<file path="src/rtl/fetch_prefetch_unit.sv">
// -----------------------------------------------------------------------------
// fetch_prefetch_unit
//
// Instruction-fetch front end with a DEPTH-entry prefetch buffer.
// The unit owns the fetch PC and issues reads to a synchronous instruction
// memory that has a 1-cycle read latency. Each returned word is queued with its
// PC and handed to decode over a valid/ready handshake. A redirect loads a new
// fetch PC, flushes the buffer and squashes the read that is returning.
//
// Optional feature macro: FETCH_PERF_CNT_EN
//   defined   : stall and redirect counters are built (saturating, CNT_W bits)
//   undefined : both counter ports are tied to 0
//
// Ports
//   clk_i          in   1        CPU clock, rising edge
//   reset_b_i      in   1        asynchronous active-low reset
//   redirect_i     in   1        load redirect_pc_i as the fetch PC and flush
//   redirect_pc_i  in   PC_W     redirect target (low alignment bits ignored)
//   imem_req_o     out  1        read issued this cycle
//   imem_addr_o    out  PC_W     read address (the fetch PC register)
//   imem_data_i    in   INSTR_W  read data, valid the cycle after imem_req_o
//   instr_valid_o  out  1        buffer head is valid
//   instr_ready_i  in   1        decode accepts the head this cycle
//   instr_o        out  INSTR_W  head instruction
//   instr_pc_o     out  PC_W     PC of the head instruction
//   stall_cnt_o    out  CNT_W    cycles with valid & ~ready
//   redirect_cnt_o out  CNT_W    redirects accepted
// -----------------------------------------------------------------------------
module fetch_prefetch_unit #(
  parameter int              PC_W         = 32,
  parameter int              INSTR_W      = 32,
  parameter int              INSTR_BYTES  = 4,
  parameter int              DEPTH        = 4,
  parameter logic [PC_W-1:0] RESET_VECTOR = {PC_W{1'b0}},
  parameter int              CNT_W        = 16
) (
  input  logic               clk_i,
  input  logic               reset_b_i,
  input  logic               redirect_i,
  input  logic [PC_W-1:0]    redirect_pc_i,
  output logic               imem_req_o,
  output logic [PC_W-1:0]    imem_addr_o,
  input  logic [INSTR_W-1:0] imem_data_i,
  output logic               instr_valid_o,
  input  logic               instr_ready_i,
  output logic [INSTR_W-1:0] instr_o,
  output logic [PC_W-1:0]    instr_pc_o,
  output logic [CNT_W-1:0]   stall_cnt_o,
  output logic [CNT_W-1:0]   redirect_cnt_o
);

  localparam int              PTR_W      = $clog2(DEPTH);
  localparam logic [PTR_W:0]  DEPTH_C    = (PTR_W + 1)'(DEPTH);
  localparam logic [PTR_W:0]  CNT_ONE    = (PTR_W + 1)'(1);
  localparam logic [PTR_W-1:0] PTR_ONE   = PTR_W'(1);
  localparam logic [PC_W-1:0] PC_INC     = PC_W'(INSTR_BYTES);
  localparam logic [PC_W-1:0] ALIGN_MASK = ~(PC_W'(INSTR_BYTES - 1));

  logic [PC_W-1:0]    fetch_pc_q, fetch_pc_d;
  logic [PC_W-1:0]    pending_pc_q, pending_pc_d;
  logic               inflight_q, inflight_d;
  logic [PTR_W-1:0]   wr_ptr_q, wr_ptr_d;
  logic [PTR_W-1:0]   rd_ptr_q, rd_ptr_d;
  logic [PTR_W:0]     count_q, count_d;
  logic [INSTR_W-1:0] data_mem_q [DEPTH];
  logic [PC_W-1:0]    pc_mem_q   [DEPTH];

  logic [PTR_W:0]     credit_used_s;
  logic               valid_s;
  logic               issue_s;
  logic               push_s;
  logic               pop_s;

  // Issue/return/pop decisions and next-state for PC, pointers and count
  always_comb begin
    // Entries held plus the read still returning: a credit scheme that keeps
    // the buffer from ever overflowing.
    credit_used_s = count_q + {{PTR_W{1'b0}}, inflight_q};
    valid_s       = (count_q != {(PTR_W + 1){1'b0}});
    issue_s       = ~redirect_i & (credit_used_s < DEPTH_C);
    // A word returning in a redirect cycle belongs to the old stream.
    push_s        = inflight_q & ~redirect_i;
    pop_s         = valid_s & instr_ready_i;

    fetch_pc_d   = fetch_pc_q;
    pending_pc_d = pending_pc_q;
    inflight_d   = inflight_q;
    wr_ptr_d     = wr_ptr_q;
    rd_ptr_d     = rd_ptr_q;
    count_d      = count_q;

    if (redirect_i) begin
      fetch_pc_d = redirect_pc_i & ALIGN_MASK;
      inflight_d = 1'b0;
      wr_ptr_d   = {PTR_W{1'b0}};
      rd_ptr_d   = {PTR_W{1'b0}};
      count_d    = {(PTR_W + 1){1'b0}};
    end else begin
      inflight_d = issue_s;
      if (issue_s) begin
        pending_pc_d = fetch_pc_q;
        fetch_pc_d   = fetch_pc_q + PC_INC;
      end else begin
        pending_pc_d = pending_pc_q;
        fetch_pc_d   = fetch_pc_q;
      end
      if (push_s) begin
        wr_ptr_d = wr_ptr_q + PTR_ONE;
      end else begin
        wr_ptr_d = wr_ptr_q;
      end
      if (pop_s) begin
        rd_ptr_d = rd_ptr_q + PTR_ONE;
      end else begin
        rd_ptr_d = rd_ptr_q;
      end
      case ({push_s, pop_s})
        2'b10:   count_d = count_q + CNT_ONE;
        2'b01:   count_d = count_q - CNT_ONE;
        default: count_d = count_q;
      endcase
    end
  end

  // Control state registers
  always_ff @(posedge clk_i or negedge reset_b_i) begin
    if (!reset_b_i) begin
      fetch_pc_q   <= RESET_VECTOR;
      pending_pc_q <= {PC_W{1'b0}};
      inflight_q   <= 1'b0;
      wr_ptr_q     <= {PTR_W{1'b0}};
      rd_ptr_q     <= {PTR_W{1'b0}};
      count_q      <= {(PTR_W + 1){1'b0}};
    end else begin
      fetch_pc_q   <= fetch_pc_d;
      pending_pc_q <= pending_pc_d;
      inflight_q   <= inflight_d;
      wr_ptr_q     <= wr_ptr_d;
      rd_ptr_q     <= rd_ptr_d;
      count_q      <= count_d;
    end
  end

  // Buffer storage: returned word and its PC written at the tail
  always_ff @(posedge clk_i or negedge reset_b_i) begin
    if (!reset_b_i) begin
      for (int i = 0; i < DEPTH; i++) begin
        data_mem_q[i] <= {INSTR_W{1'b0}};
        pc_mem_q[i]   <= {PC_W{1'b0}};
      end
    end else if (push_s) begin
      data_mem_q[wr_ptr_q] <= imem_data_i;
      pc_mem_q[wr_ptr_q]   <= pending_pc_q;
    end else begin
      data_mem_q[wr_ptr_q] <= data_mem_q[wr_ptr_q];
      pc_mem_q[wr_ptr_q]   <= pc_mem_q[wr_ptr_q];
    end
  end

  // Request is held low for the whole time reset is asserted; the state path
  // does not need this gating because every register is held in reset.
  assign imem_req_o    = issue_s & reset_b_i;
  assign imem_addr_o   = fetch_pc_q;
  assign instr_valid_o = valid_s;
  assign instr_o       = data_mem_q[rd_ptr_q];
  assign instr_pc_o    = pc_mem_q[rd_ptr_q];

`ifdef FETCH_PERF_CNT_EN
  localparam logic [CNT_W-1:0] CNT_MAX  = {CNT_W{1'b1}};
  localparam logic [CNT_W-1:0] CNT_INC  = CNT_W'(1);

  logic [CNT_W-1:0] stall_cnt_q, stall_cnt_d;
  logic [CNT_W-1:0] redirect_cnt_q, redirect_cnt_d;

  // Saturating next-state for the performance counters
  always_comb begin
    stall_cnt_d    = stall_cnt_q;
    redirect_cnt_d = redirect_cnt_q;
    if (valid_s && !instr_ready_i && (stall_cnt_q != CNT_MAX)) begin
      stall_cnt_d = stall_cnt_q + CNT_INC;
    end else begin
      stall_cnt_d = stall_cnt_q;
    end
    if (redirect_i && (redirect_cnt_q != CNT_MAX)) begin
      redirect_cnt_d = redirect_cnt_q + CNT_INC;
    end else begin
      redirect_cnt_d = redirect_cnt_q;
    end
  end

  // Performance counter registers
  always_ff @(posedge clk_i or negedge reset_b_i) begin
    if (!reset_b_i) begin
      stall_cnt_q    <= {CNT_W{1'b0}};
      redirect_cnt_q <= {CNT_W{1'b0}};
    end else begin
      stall_cnt_q    <= stall_cnt_d;
      redirect_cnt_q <= redirect_cnt_d;
    end
  end

  assign stall_cnt_o    = stall_cnt_q;
  assign redirect_cnt_o = redirect_cnt_q;
`else
  assign stall_cnt_o    = {CNT_W{1'b0}};
  assign redirect_cnt_o = {CNT_W{1'b0}};
`endif

endmodule

</file>
<file path="config.mk">
export PLATFORM = sky130hd
export DESIGN_NAME = fetch_prefetch_unit
export DESIGN_NICKNAME = d
export VERILOG_FILES = /design/src/rtl/fetch_prefetch_unit.sv
export SDC_FILE = /design/constraint.sdc
export NUM_CORES = 1
export LEC_CHECK = 0
export CAP_MARGIN = 15
export CORE_ASPECT_RATIO = 0.6
export CORE_UTILIZATION = 51
export CTS_CLUSTER_SIZE = 10
export DETAILED_ROUTE_END_ITERATION = 8
export PLACE_DENSITY = 0.77
export SYNTH_ARGS = -nofsm -noshare
export SYNTH_HDL_FRONTEND = slang
export SYNTH_SLANG_ARGS = --single-unit
</file>
<file path="constraint.sdc">
create_clock -name clk_i -period 2 [get_ports clk_i]
set_input_delay 0.4 -clock clk_i [delete_from_list [all_inputs] [get_ports clk_i]]
set_output_delay 0.4 -clock clk_i [all_outputs]
set_load 0.1 [all_outputs]
</file>
======== Yosys cells after proc, flatten, opt, wreduce, memory -nomap -nowiden ========
Cells that the tools add are included.
word-level totals
  logic and storage cells ................. 69
  bits of input ports ..................... 68
  register bits after elaboration ......... 328
  output and inout bits ................... 130
cells by class
  bitwise gates (word level) .............. 7
  reductions and logical operators ........ 7
  add/subtract/negate cells ............... 6
  equal/unequal tests ..................... 2
  order comparisons ....................... 4
  mux-type cells .......................... 29
operators by type and width
  operator                 count
  $bwmux W128              4
  $mux W32                 11
  $bmux W32 S2             4
  $mux W128                2
  $demux W32 S2            1
  $add A32 B3 Y32 const B  1
  $mux W2                  4
  $ge A3 B3 Y1 const B     2
  $not A2 Y3               2
  $pmux W3 S2              1
  $reduce_bool A2 Y1       3
  $reduce_bool A3 Y1       2
  $add A2 B1 Y2 const B    2
  $and A1 B1 Y1            4
  $add A3 B1 Y3            1
  $add A3 B1 Y3 const B    1
  $lt A3 B1 Y1 const B     1
  $lt A3 B3 Y1 const B     1
  $mux W3                  1
  $sub A3 B1 Y3 const B    1
  $eq A2 B1 Y1 const B     1
  $eq A2 B2 Y1 const B     1
  $reduce_and A2 Y1        1
  $logic_and A1 B1 Y1      1
  other kinds (2)          2

======== Depth between registers and ports, before layout ========
Gate-level depths: netlist of run 1.
  word-level depth ........................ 7
  gate-level depth with buffers ........... 8
  mapped depth without buffers ............ 6

======== Worst setup path after synthesis of run 1 ========
Ideal clock, no wire load.
  kind .................................... register to register
  from .................................... register fetch_pc_q[6] (netlist: imem_addr_o[6])
  to ...................................... register fetch_pc_q[30] (netlist: imem_addr_o[30])
  setup slack ............................. -0.462 ns
  stages on the path, launching flop included .. 7
  setup time .............................. 0.082 ns
  data arrival time ....................... 2.380 ns
  clock period less this slack ............ 2.462 ns
  path buffers ............................ 2
  cell sequence ........................... dfrtp_1 -> and3_2 -> buf_2 -> nand4_4 -> buf_4 -> or4_1 -> a31oi_1
on the way
  word-level cells in the longest chain between the ends .. 3
ends and longest elaborated chain
  element                 RTL line  RTL
  start, declared         59        logic [PC_W-1:0] fetch_pc_q, fetch_pc_d;
  start signal, assigned  135       fetch_pc_q <= fetch_pc_d;
  $add A32 B3 Y32         102       fetch_pc_d = fetch_pc_q + PC_INC;
  $mux W32                100       if (issue_s) begin
  $mux W32                92        if (redirect_i) begin
Every way passes these cells. The select of a mux whose other input is x is not followed.
A chain may end at the register's enable or synchronous reset.

======== Worst setup path after layout of run 1 ========
  from .................................... register rd_ptr_q[0]
  to ...................................... output port instr_o[31]
on the way
  word-level cells in the longest chain between the ends .. 4
ends and longest elaborated chain
  element                                      RTL line  RTL
  start, declared                              63        logic [PTR_W-1:0] rd_ptr_q, rd_ptr_d;
  start signal, assigned                       132       rd_ptr_q <= {PTR_W{1'b0}};
  start signal, assigned                       139       rd_ptr_q <= rd_ptr_d;
  $not A2 Y3 (implied by the code)             165       assign instr_o = data_mem_q[rd_ptr_q];
  $bmux W32 S2                                 165
  $mux W32 (implied by the code) (2 in a row)  165
  end, declared                                46        output logic [INSTR_W-1:0] instr_o,
Every way passes these cells. The select of a mux whose other input is x is not followed.

==> results.toml, run 1 <==
[logic_synthesis]
synth.distinct_cells = 44
synth-seq-cells = 324
yosysSeqAreaShare_pct = 50.0
synth_cells = 1391
ys_warn_count = 0
async_flop_share_pct = 100
synth_edf_count = 0
syn_avg_cell_area_um2 = 11.7
synthFlopType = "dfrtp_1"
syn_area_um2 = 16200

[outcome]
status = "complete, but fails checks"
failed_checks = "negative setup slack"

[worst_setup_path]
crit_path_end_kind = "primary output"
required_ns = 1.60
cp-start-kind = "flop"
timing.rr.end = "count_q[2]"
crit_chain = "buf_12, buf_16, mux4_2, buf_12"
startpoint = "rd_ptr_q[0]"
path_class = "reg -> out"
cp_max_fo = 12
slowest_stage = "mux4_2"
crit_top_cell = "buf_12"
reg2reg_slack_ns = -0.04
reg2reg_depth = 8
r2r-start = "count_q[0]"
max_stage_delay_ns = 0.58
crit_path_end = "instr_o[31]"
critPathArrivalTime_ns = 2.07

[cts]
root_buffer = "clkbuf_16"
clk_pin_slew_ns = 0.06
cts_tree = "done"
cts_buffers = 38
clockBufferDepth = 3
htree_levels = 2
clock_sinks = 324
worstSkewPairLatency_ns = 0.55

[grt]
grt_pass1_vias = 12100
grt_pass1_wl_mm = 66.2
grt_use_total_pct = 26.2
grt_max_degree = 81
antenna_found_initial = 0
grt_overflow = 0

[detailed_routing]
route.met3.wl_mm = 2.61
final_antenna_net_count = 0
via_per_inst = 6.03
drt-wirelength-per-cell_um = 21.2
highest_layer = "met4"
dr_total_vias = 12200
drtIter0Drc = 1002
wl_met1_mm = 19.0
wl_mm = 43.0
dr_wl_met2_mm = 20.5
drc = 0
drt-pass1-iter-count = 6

[final_layout]
layout_commonest_cell = "dfrtp_1"
layout_common_cells = "dfrtp_1 (292), nor2_1 (271), a21oi_1 (248)"
diodes = 0
nets = 1669
area_growth_pct = 31.2
n_fill_cell = 2143
drive_gt1_share_pct = 30.1

[sta]
slew_violations = 0
hold_violations = 0
grt_setup_unrepaired = "yes"
fin_worst_skew_ns = 0.0255
max_freq_mhz = 405
timing.slew.headroom_pct = 33.2
timing.final.ws_setup_ns = -0.470
layout_min_cycle_time_ns = 2.47
setup_viol = 67
tightest_slew_ns = 0.999
min_period_over_period_pct = 124
fin_tns_setup_ns = -27.93

[worst_hold_path]
hold_class = "in -> reg"

[run]
cap_violations = 0

[die]
initial_utilization_pct = 52.0
io_pins = 198
rows = 50
die_area_um2 = 32600
die_x_um = 232
die_height_um = 140
core_um2 = 31200

[pwr]
p_per_area_nw_per_um2 = 1900
power.leakage_nw = 8.44
max-vdd-ir-drop_uv = 1820
total_power_mw = 40.4

[placement]
port_buffers = 161
place.gp.congestion = 0.862
place_hpwl_mm = 26.8
post-place-ws_ns = -0.198
-- layout make-up --
type / instances / area (um^2) / area share [%]
Clock buffer: 49 / 1020 / 4.80
Clock inverter: 3 / 33.8 / 0.159
Inverter: 5 / 18.8 / 0.0881
Multi-Input combinational cell: 951 / 7710 / 36.2
Sequential cell: 324 / 8180 / 38.4
Tap cell: 416 / 520 / 2.44
Timing Repair Buffer: 275 / 3810 / 17.9
-- sequential cells by signal (all words and copies together), names as in the netlist --
name and flops:
count_q 3, data_mem_q 128, imem_addr_o 30, inflight_q 1
pc_mem_q 128, pending_pc_q 30, rd_ptr_q 2, wr_ptr_q 2
-- worst min path at each step --
stage	depth (start not counted)	start	slack (ns)	to
6_report	3	redirect_pc_i[8]	0.41	imem_addr_o[8]
5_1_grt	3	redirect_pc_i[6]	0.41	imem_addr_o[6]
4_1_cts	3	redirect_pc_i[6]	0.39	imem_addr_o[6]
3_5_place_dp	1	reset_b_i	0.27	imem_addr_o[26]
3_3_place_gp	1	reset_b_i	0.26	imem_addr_o[26]
2_1_floorplan	0	reset_b_i	0.10	count_q[0]
-- what timing repair did --
action | in CTS | in global routing
gates cloned | 1 | 4
hold buffers | 2 | 0
pin swaps | 4 | 14
hold endpoints to repair | 26 | 0
gates resized for setup | 11 | 25
endpoints found under the setup margin | 69 | 87
setup buffers | 16 | 9
-- cell usage after synthesis (3+ instances only) --
cell	instances	area share, %
inv_1	4	0.092
mux2_2	38	2.6
nand2b_1	3	0.12
xor2_1	11	0.59
or4_1	17	0.79
ha_1	5	0.39
o211ai_1	5	0.23
o31a_1	4	0.22
clkbuf_1	76	1.8
mux4_2	128	18
and4_1	6	0.32
a31oi_1	17	0.66
nand3_1	10	0.31
buf_1	4	0.092
dfrtp_1	324	50
nand4_1	7	0.27
o21ai_0	13	0.40
o31ai_1	16	0.74
buf_4	35	1.6
and2_1	3	0.12
and3_1	6	0.23
a21oi_1	250	7.7
buf_2	29	0.89
nor2_1	271	6.3
xnor2_1	3	0.16
nand2_1	18	0.42
mux2i_1	65	4.0
-- report_power, final --
part | internal [mW] | total, mW | switching, mW
Combinational | 9.48 | 23.1 | 13.6
Sequential | 9.10 | 11.0 | 1.94
Clock | 3.55 | 6.23 | 2.68
Total | 22.1 | 40.4 | 18.2
-- critical path, delay by kind of cell (launching register included) --
kind / cells / cell delay [ns]
muxes: 1 / 0.58
DFF: 1 / 0.43
buffers and inverters: 3 / 0.51
-- metrics by stage --
stage,std cells,hold slack (ns),util [%],instance area [um^2]
2_1_floorplan,1424,0.104,-,16500
3_3_place_gp,1943,0.264,63.4,19800
3_5_place_dp,1943,0.267,63.4,19800
4_1_cts,2014,0.393,67.6,21100
5_1_grt,2023,0.411,68.2,21300
6_report,2023,0.410,68.2,21300
-- logic make-up (layout without fill, tap and decap cells) --
logic type | after synthesis | count (layout) | share of synthesized area (%)
DFF | 324 | 324 | 50.0
buffers and inverters | 151 | 332 | 4.62
and+or+nand+nor | 352 | 352 | 9.38
adders and majority gates | 6 | 6 | 0.509
muxes | 231 | 231 | 24.4
xor gates and xnor gates | 14 | 14 | 0.756
other | 1 | 34 | 0.0231
AOI/OAI and AO/OA | 312 | 314 | 10.3
-- metal layers --
metal	vias up	GRT usage (%)
li1	5432	-
met1	6280	37.8
met2	419	41.2
met3	75	4.80
met4	0	6.72
met5	-	0
(Power assumes the default switching activity.)
==> inputs of run 2 (changes only) <==
--- a/config.mk
+++ b/config.mk
@@ -10,7 +10,7 @@
 export CORE_UTILIZATION = 51
 export CTS_CLUSTER_SIZE = 10
 export DETAILED_ROUTE_END_ITERATION = 8
-export PLACE_DENSITY = 0.77
+export PLACE_DENSITY_LB_ADDON = 0.05
 export SYNTH_ARGS = -nofsm -noshare
 export SYNTH_HDL_FRONTEND = slang
 export SYNTH_SLANG_ARGS = --single-unit
==> run 2 against run 1 <==
Net effect:
- the flow still finishes with violations (negative setup slack)
- maximum frequency hardly changed
- count of clock-buffer cells in the layout down 4
- critical path depth stayed put
- final area up 1.1%
- worst hold slack got worse by 0.097 ns
- sequential share of layout area decreased by 0.39 points
- sequential power about the same
- die area stayed put
- clock power decreased by 3.9%
- first-iteration DRC count down 21%
- non-clock buffer count is 31 higher
- via count fell by 1.4%
- largest power group unchanged
==> results.toml, run 2 (synthesized netlist as in run 1, its figures left out) <==
[outcome]
status = "complete, but fails checks"
failed_checks = "negative setup slack"

[final_layout]
top_regs = "data_mem_q (128), pc_mem_q (128)"
diodes = 0
area_growth_pct = 32.6
postLayoutCoreUtil_pct = 68.9
layout_common_cells = "dfrtp_1 (292), nor2_1 (271), a21oi_1 (249)"
drive_gt1_share_pct = 30.9
nets = 1699
n_fill_cell = 2247
layout_commonest_cell = "dfrtp_1"

[grt]
grt_pass1_wl_mm = 66.2
grt_overflow = 0
antenna_found_initial = 1
grt_max_degree = 119
grt_use_total_pct = 26.1
grt_pass1_vias = 11900

[detailed_routing]
drtIter0Drc = 792
final_antenna_net_count = 0
dr_total_vias = 12000
drc = 0
drt-wirelength-per-cell_um = 20.3
drt-pass1-iter-count = 5
wl_mm = 41.7
via_per_inst = 5.87

[die]
initial_utilization_pct = 52.0
core_um2 = 31200
io_pins = 198
rows = 50
die_x_um = 232
die_height_um = 140
die_area_um2 = 32600

[pwr]
p_per_area_nw_per_um2 = 1880
total_power_mw = 40.6
power.leakage_nw = 8.60
max-vdd-ir-drop_uv = 1670

[worst_setup_path]
cp_max_fo = 6
crit_path_end_kind = "primary output"
path_class = "reg -> out"
critPathArrivalTime_ns = 2.07
cp-start-kind = "flop"
required_ns = 1.60

[cts]
cts_buffers = 38
clk_pin_slew_ns = 0.06
clockBufferDepth = 3
worstSkewPairLatency_ns = 0.52
htree_levels = 2
clock_sinks = 324
cts_tree = "done"
root_buffer = "clkbuf_16"

[sta]
fin_worst_skew_ns = 0.0143
min_period_over_period_pct = 123
layout_min_cycle_time_ns = 2.47
timing.final.ws_setup_ns = -0.469
setup_viol = 66
timing.slew.headroom_pct = 55.3
hold_violations = 0
max_freq_mhz = 405
grt_setup_unrepaired = "yes"
slew_violations = 0
tightest_slew_ns = 0.671

[placement]
place_hpwl_mm = 26.9
port_buffers = 161
place.gp.congestion = 0.821

[worst_hold_path]
hold_class = "in -> async"

[run]
cap_violations = 0
## run 2: final cells by class
cell class / count / area [um^2] / area share, %
Clock buffer: 45 / 977 / 4.54
Clock inverter: 4 / 41.3 / 0.192
Multi-Input combinational cell: 950 / 7650 / 35.6
Inverter: 5 / 18.8 / 0.0872
Timing Repair Buffer: 306 / 4130 / 19.2
Sequential cell: 324 / 8190 / 38.0
Tap cell: 416 / 520 / 2.42
## run 2: what timing repair did
action                                  4_1_cts  5_1_grt
hold buffers                                  1        0
cloned                                        1        5
setup buffers                                 9        2
endpoints found under the setup margin       66       84
hold endpoints to repair                     40        0
pin swaps                                     2        3
resized for setup                            12       11
## run 2: per-stage QoR
stage / setup slack (ns) / instance area, um^2 / instances / hold slack, ns / TNS [ns]
after floorplan: -0.0996 / 16500 / 1424 / 0.104 / -3.63
after global placement: -0.0800 / 20200 / 1983 / 0.265 / -0.485
after detailed placement: -0.0855 / 20200 / 1983 / 0.263 / -1.48
after CTS: -0.473 / 21400 / 2043 / 0.301 / -28.07
after global routing: -0.506 / 21500 / 2050 / 0.324 / -31.02
final: -0.469 / 21500 / 2050 / 0.314 / -27.66
## run 2: where the power goes
part | leakage, nW | total, mW | internal (mW) | switching [mW]
Clock | 0.493 | 5.99 | 3.43 | 2.57
Sequential | 3.40 | 11.0 | 9.10 | 1.92
Combinational | 4.70 | 23.6 | 10.0 | 13.5
Total | 8.60 | 40.6 | 22.6 | 18.0
## run 2: worst paths after layout
| kind | from | cells after the start | endpoint | slack (ns) |
|---|---|---|---|---|
| worst max register to register | count_q[0] | 6 | imem_addr_o[18] | 0.03 |
| min in group clk_i | redirect_pc_i[14] | 3 | imem_addr_o[14] | 0.43 |
| worst min register to register | pending_pc_q[30] | 1 | pending_pc_q[30] | 0.51 |
| max in group asynchronous | reset_b_i | 3 | data_mem_q[123] | 0.76 |
| worst max-delay path | rd_ptr_q[0] | 4 | instr_pc_o[6] | -0.47 |
| worst min-delay path | reset_b_i | 2 | imem_addr_o[25] | 0.31 |
## run 2: worst max-delay path, cell delays in order, from the launching register on
cell and delay [ns]:
dfrtp_4 0.45, buf_12 0.16, buf_12 0.14, mux4_2 0.57, buf_12 0.20
## run 2: per-layer routing
metal | track usage, % | part of all wire, % | vias to the layer above | wire length (um)
met5 | 0 | 0 | - | 0
met4 | 4.92 | 0.94 | 0 | 393
met3 | 3.85 | 4.9 | 38 | 2040
met2 | 40.4 | 48 | 306 | 19900
met1 | 39.7 | 46 | 6174 | 19300
li1 | - | - | 5513 | -
==> inputs of run 3 (changes only) <==
--- a/config.mk
+++ b/config.mk
@@ -7,6 +7,7 @@
 export LEC_CHECK = 0
 export CAP_MARGIN = 15
 export CORE_ASPECT_RATIO = 0.6
+export CORE_MARGIN = 1
 export CORE_UTILIZATION = 51
 export CTS_CLUSTER_SIZE = 10
 export DETAILED_ROUTE_END_ITERATION = 8
==> results of run 3 <==
Final layout, timing and power as in run 2 (identical DEF).
